$ cat config.mk
export PLATFORM = sky130hd
export DESIGN_NAME = regs_wb_sched
export DESIGN_NICKNAME = d
export VERILOG_FILES = /design/src/rtl/regs_wb_sched.sv
export SDC_FILE = /design/constraint.sdc
export NUM_CORES = 1
export LEC_CHECK = 0
export BUFFER_PORTS_ARGS = -buffer_cell sky130_fd_sc_hd__buf_2
export CAP_MARGIN = 0
export CORE_UTILIZATION = 36
export CTS_CLUSTER_DIAMETER = 30
export DETAILED_ROUTE_END_ITERATION = 8
export GPL_TIMING_DRIVEN = 0
export SKIP_LAST_GASP = 1
export SYNTH_ARGS = -nofsm -noshare
export SYNTH_HDL_FRONTEND = slang
export SYNTH_SLANG_ARGS = --single-unit
$ cat constraint.sdc
create_clock -name clk -period 3.9 [get_ports clk]
set_clock_uncertainty 0.2 [all_clocks]
set_input_delay 0.195 -clock clk [delete_from_list [all_inputs] [get_ports clk]]
set_output_delay 0.195 -clock clk [all_outputs]
set_load 0.1 [all_outputs]
$ cat src/rtl/regs_wb_sched.sv
// Writeback scheduler for the register file write port: arbitrates EX results against
// buffered load results and tracks load-pending destinations for ID hazard stalls.
module regs_wb_sched #(
    parameter int unsigned DEPTH = 2,
    parameter int unsigned XLEN  = 32
) (
    input  logic                       clk,
    input  logic                       rst,
    input  logic                       ex_valid_i,
    output logic                       ex_ready_o,
    input  logic [4:0]                 ex_waddr_i,
    input  logic [XLEN-1:0]            ex_wdata_i,
    input  logic                       lsu_valid_i,
    output logic                       lsu_ready_o,
    input  logic [4:0]                 lsu_waddr_i,
    input  logic [XLEN-1:0]            lsu_wdata_i,
    input  logic                       ld_issue_i,
    input  logic [4:0]                 ld_rd_i,
    input  logic [4:0]                 id_rs1_i,
    input  logic [4:0]                 id_rs2_i,
    output logic                       id_stall_o,
    output logic                       reg_wen_o,
    output logic [4:0]                 reg_waddr_o,
    output logic [XLEN-1:0]            reg_wdata_o,
    output logic [$clog2(DEPTH+1)-1:0] buf_count_o,
    output logic                       err_o
);

    localparam int unsigned CW    = $clog2(DEPTH + 1);
    localparam int unsigned PW    = (DEPTH > 1) ? $clog2(DEPTH) : 1;
    localparam int unsigned SLOTS = 2 ** PW;

    logic [CW-1:0]   count;
    logic [PW-1:0]   rd_ptr;
    logic [PW-1:0]   wr_ptr;
    logic [4:0]      fifo_addr [SLOTS];
    logic [XLEN-1:0] fifo_data [SLOTS];
    logic [31:0]     busy;
    logic [31:0]     busy_nxt;
    logic [4:0]      head_addr;
    logic [XLEN-1:0] head_data;
    logic            push;
    logic            pop;
    logic            ex_acc;
    logic            ex_hazard;
    logic            err_set;

    function automatic logic [PW-1:0] ptr_inc(input logic [PW-1:0] p);
        return (p == PW'(DEPTH - 1)) ? '0 : p + PW'(1);
    endfunction

    // Handshakes, hazard detection and scoreboard next-state
    always_comb begin
        head_addr   = fifo_addr[rd_ptr];
        head_data   = fifo_data[rd_ptr];
        lsu_ready_o = rst && (count < CW'(DEPTH));
        pop         = rst && (count != '0);
        push        = lsu_valid_i && lsu_ready_o;
        ex_hazard   = (ex_waddr_i != 5'd0) && busy[ex_waddr_i];
        ex_ready_o  = rst && (count == '0) && !ex_hazard;
        ex_acc      = ex_valid_i && ex_ready_o;
        id_stall_o  = ((id_rs1_i != 5'd0) && busy[id_rs1_i]) ||
                      ((id_rs2_i != 5'd0) && busy[id_rs2_i]);
        err_set     = (ld_issue_i && (ld_rd_i != 5'd0) && busy[ld_rd_i]) ||
                      (push && (lsu_waddr_i != 5'd0) && !busy[lsu_waddr_i]);
        // a retiring load and a new issue to the same rd leave it pending
        busy_nxt = busy;
        if (pop) busy_nxt[head_addr] = 1'b0;
        if (ld_issue_i) busy_nxt[ld_rd_i] = 1'b1;
        busy_nxt[0] = 1'b0;
    end

    // Load-result storage; contents need no reset since count gates every read
    always_ff @(posedge clk) begin
        if (push) begin
            fifo_addr[wr_ptr] <= lsu_waddr_i;
            fifo_data[wr_ptr] <= lsu_wdata_i;
        end
    end

    // Control state and registered write port; FIFO head wins over EX
    always_ff @(posedge clk) begin
        if (!rst) begin
            count       <= '0;
            rd_ptr      <= '0;
            wr_ptr      <= '0;
            busy        <= '0;
            err_o       <= 1'b0;
            reg_wen_o   <= 1'b0;
            reg_waddr_o <= 5'd0;
            reg_wdata_o <= '0;
        end else begin
            busy <= busy_nxt;
            if (err_set) err_o <= 1'b1;
            if (push) wr_ptr <= ptr_inc(wr_ptr);
            if (pop) rd_ptr <= ptr_inc(rd_ptr);
            if (push && !pop) count <= count + CW'(1);
            else if (pop && !push) count <= count - CW'(1);

            if (pop) begin
                reg_wen_o   <= (head_addr != 5'd0);
                reg_waddr_o <= head_addr;
                reg_wdata_o <= head_data;
            end else if (ex_acc) begin
                reg_wen_o   <= (ex_waddr_i != 5'd0);
                reg_waddr_o <= ex_waddr_i;
                reg_wdata_o <= ex_wdata_i;
            end else begin
                reg_wen_o <= 1'b0;
            end
        end
    end

    assign buf_count_o = count;

endmodule

==> flow_summary.toml <==
[status]
outcome = "complete, no violations"

[worst_setup_path]
worstSetupStartpointType = "flip-flop"
crit_path_end_kind = "primary output"
path_class = "reg2out"
crit_fanout = 6
timing.critical_path.arrival_ns = 2.80
critPathRequiredTime_ns = 3.50

[timing]
timing.final.crit_period_ns = 3.20
fin_tns_setup_ns = 0
layout_worst_path_cycle_share_pct = 81.9
rsz0062_at_grt = "false"
tightest_slew_ns = 1.17
endpoints_failing_setup = 0
fmax_ghz = 0.313
final_report_max_slew_violation_count = 0
timing_hold_violations_final = 0
relative_slew_slack_pct = 21.8

[die]
die-area_mm2 = 0.0202
placement_rows = 50
io_pins = 138
chipHeight_um = 142
core_area_mm2 = 0.0190
initial_utilization_pct = 37.2
dieWidth_um = 142

[logic_synthesis]
synth_enable_flop_cells = 74
syn_avg_cell_area_um2 = 12.1
async_flop_share_pct = 0
yosys_warnings = 0
post_synth_instance_area_mm2 = 0.00708
synthCells = 584
synthFlopType = "sky130_fd_sc_hd__dfxtp_1"
ys_types = 40
share_of_the_yosys_chip_area_belonging_to_registers_pct = 52.6
synth_fp_nets = 679
synth-seq-cells = 149

[cells_and_area]
mostFrequentLayoutCell = "sky130_fd_sc_hd__buf_2"
areaGrowthSynthToFinish_pct = 32.6
layout.core_utilization_pct = 49.4
drive_gt1_share_pct = 31.2
mostFrequentLayoutCells = "sky130_fd_sc_hd__buf_2 (137), sky130_fd_sc_hd__dfxtp_1 (75), sky130_fd_sc_hd__edfxtp_1 (74)"
design.final.nets = 903
final_cell_count_no_fill = 1082

[grt]
initial_antenna_violation_count = 1
gr-usage-all-layers_pct = 20.4
grt_pass1_vias = 5799
grt_start_max_net_pins = 20
total_congestion_overflow = 0
global_route_wire_length_before_repair_um = 30700

[hold_path]
hold_path.class = "in2reg"

[placed_design]
io_buffer_count = 133
place.gp.congestion = 0.863
post-dp-hpwl_um = 14500
dp_cells = 979

[routing]
post_detailed_route_drc_marker_count = 0
vias_per_cell = 5.37
detail_route.first_pass.iterations = 5
vias = 5808
drt_iter0_drc = 418
routed_wirelength_um = 20300
antenna_left = 0
avgRoutedWirePerCell_um = 18.7

[clocking]
cts-buffers-inserted = 17
cts-htree-levels = 4
tritoncts = "built"
root_buffer = "sky130_fd_sc_hd__clkbuf_16"
clkLatencyLatePin_ns = 0.42
post_cts_setup_bufs = 0
cts.clk_slew.worst_paths_ns = 0.06
clockBufferDepth = 2
cts_num_sinks = 149

[pwr]
totalPowerFinal_mw = 5.87
p_clk_share_pct = 25.9
ir_drop_v = 0.000347
combPwrFrac_pct = 40.0
power_report.internal_total_mw = 3.31
sw_share_pct = 43.7
p_leak_nw = 3.45
switch_pwr_mw = 2.56
power_density_mw_per_mm2 = 625
seq_power_share_pct = 34.1

[flow_run]
max-cap-violations = 0
==> state kept, by name, indices dropped and copies added (netlist names), named ones only <==
register and count:
fifo_data 64, reg_wdata_o 32, busy 31, fifo_addr 10
reg_waddr_o 5, buf_count_o 2, err_o 1, rd_ptr 1
reg_wen_o 1, wr_ptr 1
==> cell type report <==
cell class | instances | area (um^2)
diodes | 1 | 2.50
plain buffers | 38 | 166
clock buffers | 21 | 440
clock inverters | 11 | 104
fillers | 1706 | 9630
inverters | 8 | 30.0
multi-input cells | 389 | 3180
flip-flops and latches | 149 | 3720
well taps | 260 | 325
repair buffers | 205 | 1420
==> stage by stage <==
step	setup slack, ns	instance area, um^2	hold slack, ns
floorplan	0.185	7090	0.0939
global placement	0.920	8080	0.186
detailed placement	1.01	8140	0.186
CTS	0.700	9390	0.0187
global route	0.643	9390	0.0432
finish	0.705	9390	0.0354
==> Yosys cell counts, types with 5 or more instances <==
library cell / n / area (um^2)
sky130_fd_sc_hd__nor3b_1: 5 / 37.5
sky130_fd_sc_hd__a21oi_1: 69 / 345
sky130_fd_sc_hd__buf_1: 5 / 18.8
sky130_fd_sc_hd__edfxtp_1: 74 / 2220
sky130_fd_sc_hd__nand2_1: 56 / 210
sky130_fd_sc_hd__nor2_1: 15 / 56.3
sky130_fd_sc_hd__clkbuf_1: 26 / 97.6
sky130_fd_sc_hd__mux2_2: 42 / 473
sky130_fd_sc_hd__mux2i_1: 46 / 460
sky130_fd_sc_hd__dfxtp_1: 75 / 1500
sky130_fd_sc_hd__o21ai_0: 72 / 360
sky130_fd_sc_hd__inv_1: 8 / 30.0
sky130_fd_sc_hd__mux4_2: 39 / 878
==> worst paths after layout <==
check                                            startpoint                     endpoint  slack (ns)  cells after the start
worst max-delay path                    busy[10]$_SDFF_PN0_                   ex_ready_o        0.70                      5
worst min-delay path                          ex_waddr_i[2]  reg_waddr_o[2]$_SDFFE_PN0P_        0.04                      3
worst max register to register  buf_count_o[0]$_SDFFE_PN0P_  buf_count_o[1]$_SDFFE_PN0P_        1.02                      8
worst min register to register           err_o$_SDFFE_PN0P_           err_o$_SDFFE_PN0P_        0.29                      1
==> power by group through the flow <==
stage | clock network (mW) | logic, mW | registers (mW)
3_3_place_gp | 0 | 2.26 | 2.02
6_report | 1.52 | 2.35 | 2.00
3_5_place_dp | 0 | 2.30 | 2.03
5_1_grt | 1.60 | 2.46 | 2.03
4_1_cts | 1.54 | 2.36 | 2.00
2_1_floorplan | 0 | 0.684 | 3.17
==> worst max-delay path, stage by stage (launching register included) <==
cell	delay [ns]
sky130_fd_sc_hd__dfxtp_1	0.39
sky130_fd_sc_hd__mux4_2	0.50
sky130_fd_sc_hd__a22o_1	0.22
sky130_fd_sc_hd__a311o_1	0.41
sky130_fd_sc_hd__a2111oi_2	0.36
sky130_fd_sc_hd__buf_2	0.49
==> layer usage <==
metal / global-route usage (%) / routed length (um) / part of all wire (%) / vias to the layer above
met3: 4.71 / 1280 / 6.3 / 29
met1: 25.9 / 8750 / 43 / 2885
met5: 0 / 0 / 0 / -
li1: - / - / - / 2684
met2: 34.0 / 9870 / 49 / 210
met4: 6.96 / 351 / 1.7 / 0
==> cell families after synthesis <==
| kind of cell | synth area share, % |
|---|---|
| AO/OA/AOI/OAI | 12.0 |
| multiplexers | 25.6 |
| XOR/XNOR | 0.495 |
| adder cells (fa/ha/maj) | 0.177 |
| flip-flops | 52.6 |
| buffers and inverters | 2.77 |
| AND/OR/NAND/NOR | 6.40 |
==> repair_timing <==
item | 4_1_cts | 5_1_grt
endpoints found under the hold margin | 107 | 0
hold buffers | 70 | 0
resized for setup | 0 | 0
Note: power is estimated with default switching activity, not from simulation.
